File: config.mk
export PLATFORM = sky130hd
export DESIGN_NAME = sdram_cmd_issuer_flat
export DESIGN_NICKNAME = d
export VERILOG_FILES = /design/src/rtl/sdram_cmd_issuer_if.sv /design/src/rtl/sdram_cmd_issuer.sv /design/src/flat_wrapper.sv
export SDC_FILE = /design/constraint.sdc
export NUM_CORES = 1
export LEC_CHECK = 0
export CORE_AREA = 2 2 113 115
export DETAILED_ROUTE_END_ITERATION = 8
export DIE_AREA = 0 0 115 117
export PLACE_DENSITY = 0.81
export SYNTH_ARGS = -nofsm -noshare
export SYNTH_HDL_FRONTEND = slang
export SYNTH_SLANG_ARGS = --single-unit
File: constraint.sdc
create_clock -name clk0 -period 2.5 [get_ports clk0]
set_input_delay 0.5 -clock clk0 [delete_from_list [all_inputs] [get_ports clk0]]
set_output_delay 0.5 -clock clk0 [all_outputs]
set_load 0.02 [all_outputs]
File: src/rtl/sdram_cmd_issuer_if.sv
// Host request bus and decoder command bus of the SDRAM command issuer.
// The master side is the environment (host + controller ack); the slave side is the issuer.
interface sdram_cmd_issuer_if #(
    parameter int PADD_SIZE = 24,
    parameter int CMD_SIZE  = 3
);
    logic                 req_valid;
    logic                 req_ready;
    logic [CMD_SIZE-1:0]  req_cmd;
    logic [PADD_SIZE-1:0] req_addr;
    logic                 cmdack;
    logic [CMD_SIZE-1:0]  cmd;
    logic [PADD_SIZE-1:0] paddr;

    modport master (
        output req_valid, req_cmd, req_addr, cmdack,
        input  req_ready, cmd, paddr
    );

    modport slave (
        input  req_valid, req_cmd, req_addr, cmdack,
        output req_ready, cmd, paddr
    );
endinterface

File: src/rtl/sdram_cmd_issuer.sv
// SDRAM command issuer: request FIFO, power-up init sequence, hold-until-ack plus one NOP gap.
// Optional cmdack watchdog enabled by defining SDRAM_CMD_TIMEOUT_EN.
module sdram_cmd_issuer #(
    parameter int                   PADD_SIZE  = 24,
    parameter int                   CMD_SIZE   = 3,
    parameter int                   FIFO_AW    = 2,
    parameter logic [15:0]          INIT_WAIT  = 16'd200,
    parameter logic [PADD_SIZE-1:0] INIT_TIME  = '0,
    parameter logic [PADD_SIZE-1:0] INIT_RFCNT = '0,
    parameter logic [PADD_SIZE-1:0] INIT_MODE  = '0
`ifdef SDRAM_CMD_TIMEOUT_EN
    , parameter logic [7:0]         TIMEOUT    = 8'd64
`endif
) (
    input  logic               clk0,
    input  logic               reset,
    sdram_cmd_issuer_if.slave  bus,
    output logic               init_done,
    output logic               busy,
    output logic               err_timeout
);
    localparam int DEPTH = 1 << FIFO_AW;
    localparam logic [FIFO_AW:0]    FULL_COUNT    = (FIFO_AW+1)'(DEPTH);
    localparam logic [CMD_SIZE-1:0] CMD_NOP       = CMD_SIZE'(3'b000);
    localparam logic [CMD_SIZE-1:0] CMD_PRECHARGE = CMD_SIZE'(3'b100);
    localparam logic [CMD_SIZE-1:0] CMD_LOAD_MOD  = CMD_SIZE'(3'b101);
    localparam logic [CMD_SIZE-1:0] CMD_LOAD_TIME = CMD_SIZE'(3'b110);
    localparam logic [CMD_SIZE-1:0] CMD_LOAD_RFC  = CMD_SIZE'(3'b111);

    typedef enum logic [2:0] {
        ST_INIT_WAIT,
        ST_INIT_CMD,
        ST_IDLE,
        ST_ISSUE,
        ST_GAP
    } state_t;

    state_t               state_q, state_d;
    logic [CMD_SIZE-1:0]  cmd_q, cmd_d;
    logic [PADD_SIZE-1:0] paddr_q, paddr_d;
    logic [15:0]          waitCnt_q, waitCnt_d;
    logic [2:0]           initStep_q, initStep_d;
    logic                 initDone_q, initDone_d;
    logic                 errTimeout_q, errTimeout_d;
    logic [FIFO_AW-1:0]   wrPtr_q, wrPtr_d, rdPtr_q, rdPtr_d;
    logic [FIFO_AW:0]     count_q, count_d;

    logic [CMD_SIZE-1:0]  memCmd  [DEPTH];
    logic [PADD_SIZE-1:0] memAddr [DEPTH];

    logic                 reqReady, push, pop, timeoutHit;
    logic [CMD_SIZE-1:0]  initCmd;
    logic [PADD_SIZE-1:0] initAddr;

    // Slot availability comes from the registered count, so a same-cycle pop never frees a slot early.
    assign reqReady = initDone_q && (count_q != FULL_COUNT);
    assign push     = bus.req_valid && reqReady;

    assign bus.req_ready = reqReady;
    assign bus.cmd       = cmd_q;
    assign bus.paddr     = paddr_q;
    assign init_done     = initDone_q;
    assign err_timeout   = errTimeout_q;
    assign busy          = (state_q != ST_IDLE) || (count_q != '0);

    always_comb begin
        initCmd  = CMD_PRECHARGE;
        initAddr = '0;
        case (initStep_q)
            3'd1:    begin initCmd = CMD_LOAD_TIME; initAddr = INIT_TIME;  end
            3'd2:    begin initCmd = CMD_LOAD_RFC;  initAddr = INIT_RFCNT; end
            3'd3:    begin initCmd = CMD_LOAD_MOD;  initAddr = INIT_MODE;  end
            default: begin initCmd = CMD_PRECHARGE; initAddr = '0;         end
        endcase
    end

`ifdef SDRAM_CMD_TIMEOUT_EN
    logic [7:0] wdog_q;
    logic       holding;

    assign holding    = (state_q == ST_INIT_CMD) || ((state_q == ST_ISSUE) && (cmd_q != CMD_NOP));
    assign timeoutHit = holding && !bus.cmdack && (wdog_q == TIMEOUT - 8'd1);

    always_ff @(posedge clk0) begin
        if (reset || !holding || bus.cmdack || timeoutHit) begin
            wdog_q <= '0;
        end else begin
            wdog_q <= wdog_q + 8'd1;
        end
    end
`else
    assign timeoutHit = 1'b0;
`endif

    always_comb begin
        state_d      = state_q;
        cmd_d        = cmd_q;
        paddr_d      = paddr_q;
        waitCnt_d    = waitCnt_q;
        initStep_d   = initStep_q;
        initDone_d   = initDone_q;
        errTimeout_d = errTimeout_q;
        pop          = 1'b0;
        case (state_q)
            ST_INIT_WAIT: begin
                if (waitCnt_q == INIT_WAIT - 16'd1) begin
                    state_d = ST_INIT_CMD;
                    cmd_d   = CMD_PRECHARGE;
                    paddr_d = '0;
                end else begin
                    waitCnt_d = waitCnt_q + 16'd1;
                end
            end
            ST_INIT_CMD: begin
                // An abandoned init command still counts as done so the sequence cannot stall.
                if (bus.cmdack || timeoutHit) begin
                    state_d      = ST_GAP;
                    cmd_d        = CMD_NOP;
                    paddr_d      = '0;
                    initStep_d   = initStep_q + 3'd1;
                    errTimeout_d = errTimeout_q || timeoutHit;
                end
            end
            ST_IDLE: begin
                if (count_q != '0) begin
                    pop     = 1'b1;
                    cmd_d   = memCmd[rdPtr_q];
                    paddr_d = memAddr[rdPtr_q];
                    state_d = ST_ISSUE;
                end
            end
            ST_ISSUE: begin
                if ((cmd_q == CMD_NOP) || bus.cmdack || timeoutHit) begin
                    state_d      = ST_GAP;
                    cmd_d        = CMD_NOP;
                    paddr_d      = '0;
                    errTimeout_d = errTimeout_q || timeoutHit;
                end
            end
            ST_GAP: begin
                if (initDone_q) begin
                    state_d = ST_IDLE;
                end else if (initStep_q == 3'd4) begin
                    initDone_d = 1'b1;
                    state_d    = ST_IDLE;
                end else begin
                    state_d = ST_INIT_CMD;
                    cmd_d   = initCmd;
                    paddr_d = initAddr;
                end
            end
            default: state_d = ST_INIT_WAIT;
        endcase
    end

    always_comb begin
        wrPtr_d = push ? wrPtr_q + 1'b1 : wrPtr_q;
        rdPtr_d = pop  ? rdPtr_q + 1'b1 : rdPtr_q;
        count_d = count_q;
        if (push && !pop) begin
            count_d = count_q + 1'b1;
        end else if (pop && !push) begin
            count_d = count_q - 1'b1;
        end
    end

    always_ff @(posedge clk0) begin
        if (push) begin
            memCmd[wrPtr_q]  <= bus.req_cmd;
            memAddr[wrPtr_q] <= bus.req_addr;
        end
    end

    always_ff @(posedge clk0) begin
        if (reset) begin
            state_q      <= ST_INIT_WAIT;
            cmd_q        <= CMD_NOP;
            paddr_q      <= '0;
            waitCnt_q    <= '0;
            initStep_q   <= '0;
            initDone_q   <= 1'b0;
            errTimeout_q <= 1'b0;
            wrPtr_q      <= '0;
            rdPtr_q      <= '0;
            count_q      <= '0;
        end else begin
            state_q      <= state_d;
            cmd_q        <= cmd_d;
            paddr_q      <= paddr_d;
            waitCnt_q    <= waitCnt_d;
            initStep_q   <= initStep_d;
            initDone_q   <= initDone_d;
            errTimeout_q <= errTimeout_d;
            wrPtr_q      <= wrPtr_d;
            rdPtr_q      <= rdPtr_d;
            count_q      <= count_d;
        end
    end
endmodule

File: src/flat_wrapper.sv
// flat-port wrapper written by rule: the top's interface ports become plain ports
module sdram_cmd_issuer_flat 
#(
    parameter int                   PADD_SIZE  = 24,
    parameter int                   CMD_SIZE   = 3,
    parameter int                   FIFO_AW    = 2,
    parameter logic [15:0]          INIT_WAIT  = 16'd200,
    parameter logic [PADD_SIZE-1:0] INIT_TIME  = '0,
    parameter logic [PADD_SIZE-1:0] INIT_RFCNT = '0,
    parameter logic [PADD_SIZE-1:0] INIT_MODE  = '0

)
  (clk0, reset, init_done, busy, err_timeout, bus_req_valid, bus_req_cmd, bus_req_addr, bus_cmdack, bus_req_ready, bus_cmd, bus_paddr);
  sdram_cmd_issuer_if #(.PADD_SIZE(PADD_SIZE), .CMD_SIZE(CMD_SIZE)) bus_i ();
  input  logic clk0;
  input  logic reset;
  output logic init_done;
  output logic busy;
  output logic err_timeout;
  input wire logic [$bits(bus_i.req_valid)-1:0] bus_req_valid;
  input wire logic [$bits(bus_i.req_cmd)-1:0] bus_req_cmd;
  input wire logic [$bits(bus_i.req_addr)-1:0] bus_req_addr;
  input wire logic [$bits(bus_i.cmdack)-1:0] bus_cmdack;
  output wire logic [$bits(bus_i.req_ready)-1:0] bus_req_ready;
  output wire logic [$bits(bus_i.cmd)-1:0] bus_cmd;
  output wire logic [$bits(bus_i.paddr)-1:0] bus_paddr;
  assign bus_i.req_valid = bus_req_valid;
  assign bus_i.req_cmd = bus_req_cmd;
  assign bus_i.req_addr = bus_req_addr;
  assign bus_i.cmdack = bus_cmdack;
  assign bus_req_ready = bus_i.req_ready;
  assign bus_cmd = bus_i.cmd;
  assign bus_paddr = bus_i.paddr;
  sdram_cmd_issuer #(.PADD_SIZE(PADD_SIZE), .CMD_SIZE(CMD_SIZE), .FIFO_AW(FIFO_AW), .INIT_WAIT(INIT_WAIT), .INIT_TIME(INIT_TIME), .INIT_RFCNT(INIT_RFCNT), .INIT_MODE(INIT_MODE)) u_core (.clk0(clk0), .reset(reset), .bus(bus_i), .init_done(init_done), .busy(busy), .err_timeout(err_timeout));
endmodule
# Word-level counts from Yosys, hierarchy flattened

Memory sizes are Yosys's and may differ from the RTL's. A register that Yosys moved wholly into a read port is not among the register bits.
Index checks and enable logic that the tools add are counted.

Input port bits: 31
Word-level logic and storage cells: 86
Output and inout bits: 31
Register bits: 57
Latch bits: 0
ROM bits: 0
Memories kept: 2
Memory bits (writable): 108

Multipliers: 0
Magnitude comparators: 0
Shift-type cells: 0
Equal/unequal tests: 17
Bitwise gates (word level): 1
Muxes and demuxes: 34
Reductions and logical operators: 17
Add/subtract/negate cells: 6
Divide/modulo/power cells: 0

Memories:

| memory         | words | bits a word | read ports | clocked after memory_dff | write ports | RTL line               | text |
|---|---|---|---|---|---|---|---|
| u_core.memAddr | 4     | 24          | 1          | 1                        | 1           | sdram_cmd_issuer.sv:49 | `logic [PADD_SIZE-1:0] memAddr [DEPTH];` |
| u_core.memCmd  | 4     | 3           | 1          | 1                        | 1           | sdram_cmd_issuer.sv:48 | `logic [CMD_SIZE-1:0] memCmd [DEPTH];` |

Operators with widths:

| kind                                                                    | count |
|---|---|
| 24-bit 2-to-1 mux                                                       | 6 |
| 24-bit case mux with 5 select lines                                     | 1 |
| 3-bit 2-to-1 mux                                                        | 13 |
| 3-bit case mux with 5 select lines                                      | 2 |
| 16-bit by 1-bit adder with 16-bit output, second input constant         | 1 |
| 16-bit by 8-bit == test with 1-bit output, second input constant        | 1 |
| 3-bit by 2-bit == test with 1-bit output, second input constant         | 4 |
| 2-bit 2-to-1 mux                                                        | 5 |
| 7-bit AND reduction                                                     | 1 |
| 3-bit by 1-bit adder with 3-bit output, second input constant           | 2 |
| 3-bit by 1-bit == test with 1-bit output, second input constant         | 2 |
| 3-bit == test, second input constant                                    | 2 |
| 3-bit logical NOT                                                       | 2 |
| 1-bit 2-to-1 mux                                                        | 6 |
| 2-bit by 1-bit inequality test with 1-bit output, second input constant | 3 |
| 2-bit inequality test, second input constant                            | 3 |
| 2-bit case mux with 3 select lines                                      | 1 |
| 5-bit nonzero test                                                      | 1 |
| 2-bit by 1-bit adder with 2-bit output, second input constant           | 2 |
| 1-bit logical AND                                                       | 4 |
| 2-bit AND reduction                                                     | 2 |
| 4-bit AND reduction                                                     | 1 |
| 3-bit by 2-bit inequality test with 1-bit output, second input constant | 1 |
| 3-bit inequality test, second input constant                            | 1 |
| 6 further kinds                                                         | 8 |

# Logic depth before layout (Yosys ltp)

Gate-level depths: netlist of run 1.

Depth in word-level cells: 7
Gate-level depth with buffers: 9

# Worst setup path before layout of run 1

OpenSTA, ideal clock, no wires.

Path kind: register to register
From: reg u_core.initDone_q (netlist: u_core.init_done)
To: reg u_core.count_q[2]
Cell stages (with the launch flop): 9
Path buffers: 1
Path slack: 0.335 ns
Arrival: 2.095 ns
Setup time: 0.070 ns
Path through: dfxtp_1 > o311a_1 > clkbuf_1 > ha_1 > inv_1 > fa_1 > xor2_1 > or3_1 > a21oi_1

Longest elaborated chain between the ends: 5
Elaborated cells on any way between the ends: 7
Classes of those cells: mux: 1; reduce/logical: 6

RTL lines:

| item                                | RTL line                | text |
|---|---|---|
| from (decl)                         | sdram_cmd_issuer.sv:43  | `logic initDone_q, initDone_d;` |
| from (signal assigned)              | sdram_cmd_issuer.sv:192 | `initDone_q <= initDone_d;` |
| 1-bit logical AND (*)               | sdram_cmd_issuer.sv:56  | `assign reqReady = initDone_q && (count_q != FULL_COUNT);` |
| 1-bit logical AND (*)               | sdram_cmd_issuer.sv:57  | `assign push = bus.req_valid && reqReady;` |
| named net u_core.push               | sdram_cmd_issuer.sv:51  | `logic reqReady, push, pop, timeoutHit;` |
| 1-bit logical NOT                   | sdram_cmd_issuer.sv:162 | `end else if (pop && !push) begin` |
| 1-bit logical AND                   | sdram_cmd_issuer.sv:162 |  |
| 2-bit nonzero test (no source line) | -                       |  |
| to (signal assigned)                | sdram_cmd_issuer.sv:196 | `count_q <= count_d;` |
| to (decl)                           | sdram_cmd_issuer.sv:46  | `logic [FIFO_AW:0] count_q, count_d;` |

The timed path passes the listed nets; every way through them passes the cells marked *.
A chain may end at the register's enable or synchronous reset.

# Final worst setup path of run 1

From: reg u_core.waitCnt_q[0]
To: reg u_core.paddr_q[13] (netlist: u_core.bus.paddr[13])

Longest elaborated chain between the ends: 3

RTL lines:

| item                                                              | RTL line                | text |
|---|---|---|
| from (decl)                                                       | sdram_cmd_issuer.sv:41  | `logic [15:0] waitCnt_q, waitCnt_d;` |
| from (signal assigned)                                            | sdram_cmd_issuer.sv:190 | `waitCnt_q <= waitCnt_d;` |
| 16-bit by 8-bit == test with 1-bit output                         | sdram_cmd_issuer.sv:106 | `if (waitCnt_q == INIT_WAIT - 16'd1) begin` |
| 2-bit by 1-bit inequality test with 1-bit output (no source line) | -                       |  |
| 7-bit AND reduction (no source line)                              | -                       |  |
| to (signal assigned)                                              | sdram_cmd_issuer.sv:189 | `paddr_q <= paddr_d;` |
| to (decl)                                                         | sdram_cmd_issuer.sv:40  | `logic [PADD_SIZE-1:0] paddr_q, paddr_d;` |

Every way passes these cells.

==> results.toml, run 1 <==
[cells_and_area]
antenna_cells = 0
drive_gt1_share_pct = 16.33
syn_to_final_growth_pct = 21.08
multi_input_comb_area_sq_um = 2207
nets = 575
fillers = 825
seqCellArea_sq_um = 4425

[synth]
yosysSeqAreaShare_pct = 65.22
yosys.area.top_type = "edfxtp_1"
yosysUniqueCellTypes = 51
synth_area_leaders = "edfxtp_1, dfxtp_1, mux4_2, mux2i_1, nand2b_1"
yosys_most_used_dff = "edfxtp_1"
synth_edf_count = 108
avgSynthCellArea_sq_um = 14.75
synth_area_sq_um = 6784
synth-async-reset-ratio_pct = 0
syn_inst = 460
synth_top_area_share_pct = 47.81
synth_seq_cells = 167
yosysWarnings = 0
syn_nets = 503

[clock_network]
root_buffer = "clkbuf_16"
post-cts-setup-buffers = 0
clk_path_buf_depth = 2
clk_pin_slew_ns = 0.06
cts_inserted_buffers = 17
clock-sinks = 167
clk_latency_ns = 0.42
htreeDepth = 4
cts-resized-gates = 3
hold_buffers = 0
cts_tree = "built"

[timing]
tightest_slew_ns = 0.5151
setup_viol = 0
rsz0062_at_grt = "no"
max_slew_margin_pct = 65.66
setup_ws_ns = 0.1842
period_share_pct = 92.63
clock_skew_ns = 0.01056
drv_slew = 0
finalWorstPathRequiredPeriod_ns = 2.316
hold_viol_final = 0
tns_ns = 0
fmax_mhz = 431.8

[setup_path]
cp.arrival_ns = 2.64
setup.worst_path.end_class = "flop"
rr_endpoint = "u_core.bus.paddr[13]$_SDFFE_PP0P_"
startpoint_type = "flop"
cpPeakStageDelay_ns = 0.77
regToRegSetupSlack_ns = 0.18
crit_cells = 6
path_class = "reg2reg"
cp_num_buf_inv = 1
cp_slowest_cell = "or4_2"
worstRegToRegCells = 6
required_ns = 2.83
reg2reg_from = "u_core.waitCnt_q[0]$_SDFFE_PP0P_"
critPathMaxFanout = 24
crit_chain = "ha_1 -> and4_1 -> a41oi_4 -> or4_2 -> buf_12 -> mux2i_1"
cp_top_family = "simple AND/OR/NAND/NOR gates"

[pwr]
switchingPower_w = 0.001101
p_per_area_nw_per_um2 = 664.6
p_int_w = 0.004359
pwr-share-clk_pct = 44.3
ir_drop_uv = 803.6
switching_share_pct = 20.16
p_leak_nw = 2.850
sequentialPowerShare_pct = 53.8
combPwrFrac_pct = 1.9

[routing]
viasPerCell = 5.650
drc_errors = 0
dr.pass1.iters = 5
ant_nets = 0
routed_wl_um = 12850
vias = 3927
routedWlPerCell_um = 18.49
drt-initial-drc-count = 278

[die]
start_util_pct = 55.10
die_h_um = 117
fp-row-count = 41
core_sq_um = 12310
die-area_sq_um = 13460
die_x_um = 115
io_pins = 62

[flow_run]
maxCapViolations = 0

[global_route]
gr-total-overflow = 0
first_global_vias = 4091
grt_max_degree = 37
grt_pass1_wl_um = 20760
grtUsageTotal_pct = 20.68
antenna_found_initial = 0

[hold_path]
min_to = "u_core.bus.paddr[22]$_SDFFE_PP0P_"
worstHoldStart = "u_core.bus.paddr[22]$_SDFFE_PP0P_"
holdCritPathClass = "reg2reg"
whs_path_depth = 2

[place]
post-place-ws_ns = 0.07111
port_buffers = 60
globalplace.congestion = 0.8434
dp_hpwl_um = 8069

[status]
outcome = "complete, no violations"
## cell type report
class,count,share of cell area (%)
inverter,11,0.5027
sequential,167,53.88
tap,150,2.285
multi-input combinational,257,26.87
timing repair buffer,78,9.642
clock buffer,22,5.773
clock inverter,10,1.051
## per-layer routing
metal  vias up  share of wire, %  global-route usage [%]  routed length [um]
met5         -                 0                       0                   0
met4         0               1.0                   7.149                 133
met3        12               6.6                   5.664                 847
met2       113                52                   35.53                6676
met1      1943                40                   25.52                5195
li1       1859                 -                       -                   -
## state kept, by name, summed over array words and instances (netlist names), named ones only
| register | count |
|---|---|
| u_core.waitCnt_q | 16 |
| u_core.state_q | 3 |
| u_core.wrPtr_q | 2 |
| u_core.bus.cmd | 3 |
| u_core.count_q | 3 |
| u_core.init_done | 1 |
| u_core.initStep_q | 3 |
| u_core.memAddr | 96 |
| u_core.memCmd | 12 |
| u_core.rdPtr_q | 2 |
| u_core.bus.paddr | 24 |
## placed cells by master, fill, tap and decap left out, types with 13 or more instances in the layout
master / n
mux4_2: 25
nand2b_1: 27
edfxtp_1: 108
clkdlybuf4s50_1: 58
clkbuf_16: 17
nand2_1: 29
nor2_1: 26
dfxtp_1: 58
mux2i_1: 29
buf_4: 13
## power by group through the flow
stage	Combinational (W)	Sequential [W]	Clock [W]
floorplan	0.0000306	0.00300	0
global placement	0.0000969	0.00300	0
detailed placement	0.000105	0.00300	0
CTS	0.000105	0.00294	0.00247
global route	0.000113	0.00294	0.00259
finish	0.000104	0.00294	0.00242
## tightest hold or removal path, cell delays in order, from the launching register on
cell and delay (ns):
dfxtp_1 0.31, nand2b_1 0.06, mux2i_1 0.06
## worst max-delay path by stage
stage | startpoint | end | slack [ns]
CTS | u_core.count_q[0]$_SDFFE_PP0P_ | busy | 0.16
detailed placement | bus_req_valid | u_core.count_q[2]$_SDFFE_PP0P_ | 0.07
finish | u_core.waitCnt_q[0]$_SDFFE_PP0P_ | u_core.bus.paddr[13]$_SDFFE_PP0P_ | 0.18
floorplan | u_core.init_done$_SDFFE_PP0P_ | u_core.count_q[2]$_SDFFE_PP0P_ | 0.33
global placement | bus_req_valid | u_core.count_q[2]$_SDFFE_PP0P_ | 0.12
global route | u_core.waitCnt_q[0]$_SDFFE_PP0P_ | u_core.bus.paddr[13]$_SDFFE_PP0P_ | 0.07
## cell families (layout without fill, tap and decap cells)
group           count (synthesis)  in the layout  synth area share (%)
compound gates                 31             31                 3.283
xor+xnor                       11             11                 1.420
fa+ha+maj                      12             12                 2.324
buf+inv                        36            121                 2.416
flops                         167            167                 65.22
mux                            63             63                 14.07
other cells                     1              1               0.05528
simple gates                  139            139                 11.21
## cells in the mapped netlist, types with 2 or more instances
library cell	n
nor3b_1	2
xor2_1	5
buf_6	3
or4_1	3
nand4_1	3
nor3_1	7
and4_1	2
a31oi_1	2
dfxtp_1	59
inv_1	11
nand2b_1	27
ha_1	11
and2_1	4
and3_1	2
a21oi_1	10
or3_1	7
nand2_1	29
mux2_1	3
buf_1	2
o21ai_0	5
nor2b_1	8
clkbuf_1	17
o31ai_1	2
nor4_1	3
a211o_1	2
buf_2	2
xnor2_1	6
nor4_4	2
nor2_1	28
mux4_2	25
nand3_1	8
mux2_2	6
edfxtp_1	108
mux2i_1	29
## per-stage QoR
stage                     instances  utilization, %  instance area (sq um)  total power (W)  hold WS (ns)
final                           695           66.72                   8214         0.005459        0.4729
after global routing            695           66.72                   8214         0.005645        0.5055
after CTS                       695           66.72                   8214         0.005512        0.4771
after detailed placement        663           62.11                   7647         0.003104        0.4667
after global placement          663           62.11                   7647         0.003095        0.4602
after floorplan                 460               -                   6784         0.003029        0.4667
Note: power is estimated with default switching activity, not from simulation.
==> inputs of run 2 (changes only) <==
Settings changed: CTS_BUF_LIST set to sky130_fd_sc_hd__clkbuf_16.
==> run 2 against run 1 <==
  * Hold slack worse by 0.0010 ns
  * Sequential power about the same
  * Via count up 0.59%
  * Combinational power about the same
  * Worst setup slack better by 0.0018 ns
  * Global-route usage down 0.075 points
  * Highest routed layer unchanged
==> results.toml, run 2 (synthesis results as in run 1) <==
[status]
outcome = "complete, no violations"

[setup_path]
critPathMaxFanout = 6
path_class = "reg2out"
setup.worst_path.end_class = "output pin"
cp.arrival_ns = 1.81
startpoint_type = "flop"
required_ns = 2.00

[die]
io_pins = 62
die_x_um = 115
fp-row-count = 41
start_util_pct = 55.10
core_sq_um = 12310
die_h_um = 117
die-area_sq_um = 13460

[cells_and_area]
final_area_sq_um = 8184
most-common-layout-cells = "edfxtp_1, dfxtp_1, clkdlybuf4s50_1, nand2_1, mux2i_1"
nets = 575
largest_reg_flops = 96
antenna_cells = 0
drive_gt1_share_pct = 15.78
fillers = 829
syn_to_final_growth_pct = 20.64
largest_register = "u_core.memAddr"
final_common_cell = "edfxtp_1"

[clock_network]
clk_path_buf_depth = 2
clk_latency_ns = 0.42
htreeDepth = 4
root_buffer = "clkbuf_16"
cts-resized-gates = 3
clk_pin_slew_ns = 0.06
hold_buffers = 0
post-cts-setup-buffers = 0
cts_tree = "built"
cts_inserted_buffers = 17
clock-sinks = 167

[place]
dp_hpwl_um = 8069
globalplace.congestion = 0.8434
port_buffers = 60
placed_cell_area_sq_um = 7647

[routing]
drt-met1-wl_um = 5272
wl_met2_um = 6757
routed_wl_um = 12850
drt-initial-drc-count = 334
drc_errors = 0
ant_nets = 0
routedWlPerCell_um = 18.49
dr.pass1.iters = 5
dr_wl_met3_um = 670
top_layer_used = "met4"
viasPerCell = 5.683
vias = 3950

[global_route]
grt_pass1_wl_um = 20760
grt_max_degree = 37
gr-total-overflow = 0
grtUsageTotal_pct = 20.60
first_global_vias = 4078
antenna_found_initial = 0

[pwr]
p_per_area_nw_per_um2 = 654.6
ir_drop_uv = 851.2
p_leak_nw = 2.841

[timing]
finalWorstPathRequiredPeriod_ns = 2.314
clock_skew_ns = 0.009428
setup_viol = 0
tns_ns = 0
tightest_slew_ns = 0.5234
hold_viol_final = 0
drv_slew = 0
fmax_mhz = 432.2
max_slew_margin_pct = 65.11
fin_hold_ws_ns = 0.4719
rsz0062_at_grt = "no"
period_share_pct = 92.56

[flow_run]
maxCapViolations = 0

[hold_path]
holdCritPathClass = "reg2reg"
==> run 2: worst max-delay path, cell delays in order, from the launching register on <==
cell,delay [ns]
dfxtp_1,0.34
or3b_1,0.46
nor2_4,0.21
inv_1,0.07
dlygate4sd2_1,0.32
==> run 2: worst paths after layout <==
path                                     startpoint                           endpoint  slack (ns)  cells past startpoint
setup reg to reg   u_core.waitCnt_q[0]$_SDFFE_PP0P_  u_core.bus.paddr[13]$_SDFFE_PP0P_        0.19                      6
setup / recovery     u_core.state_q[1]$_SDFFE_PP0P_                               busy        0.19                      4
hold reg to reg   u_core.bus.paddr[22]$_SDFFE_PP0P_  u_core.bus.paddr[22]$_SDFFE_PP0P_        0.47                      2
hold / removal    u_core.bus.paddr[22]$_SDFFE_PP0P_  u_core.bus.paddr[22]$_SDFFE_PP0P_        0.47                      2
==> run 2: metrics by stage <==
stage | total power (W) | worst slack [ns] | cells | util [%]
2_1_floorplan | 0.003029 | 0.3347 | 460 | -
3_3_place_gp | 0.003095 | 0.1220 | 663 | 62.11
3_5_place_dp | 0.003104 | 0.07111 | 663 | 62.11
4_1_cts | 0.005403 | 0.1682 | 695 | 66.47
5_1_grt | 0.005547 | 0.07779 | 695 | 66.47
6_report | 0.005357 | 0.1861 | 695 | 66.47
==> run 2: power by group <==
group	leakage (nW)	total, W	internal [W]	switching, W
registers	1.45	0.00294	0.00293	0.00000371
clock network	0.257	0.00231	0.00127	0.00105
logic	1.14	0.000104	0.0000554	0.0000485
==> run 2: cell type report <==
cell class                      instances  area (sq um)  area share (%)
Clock buffer                           17         425.4           5.198
Clock inverter                         15         105.1           1.284
Multi-Input combinational cell        257          2207           26.97
Tap cell                              150         187.7           2.293
Timing Repair Buffer                   78         792.0           9.677
Inverter                               11         41.29          0.5045
Sequential cell                       167          4425           54.07
==> run 2: per-layer routing <==
layer / vias up / global-route usage [%]
met4: 0 / 5.944
li1: 1857 / -
met3: 11 / 5.973
met2: 110 / 35.84
met1: 1972 / 25.33
met5: - / 0
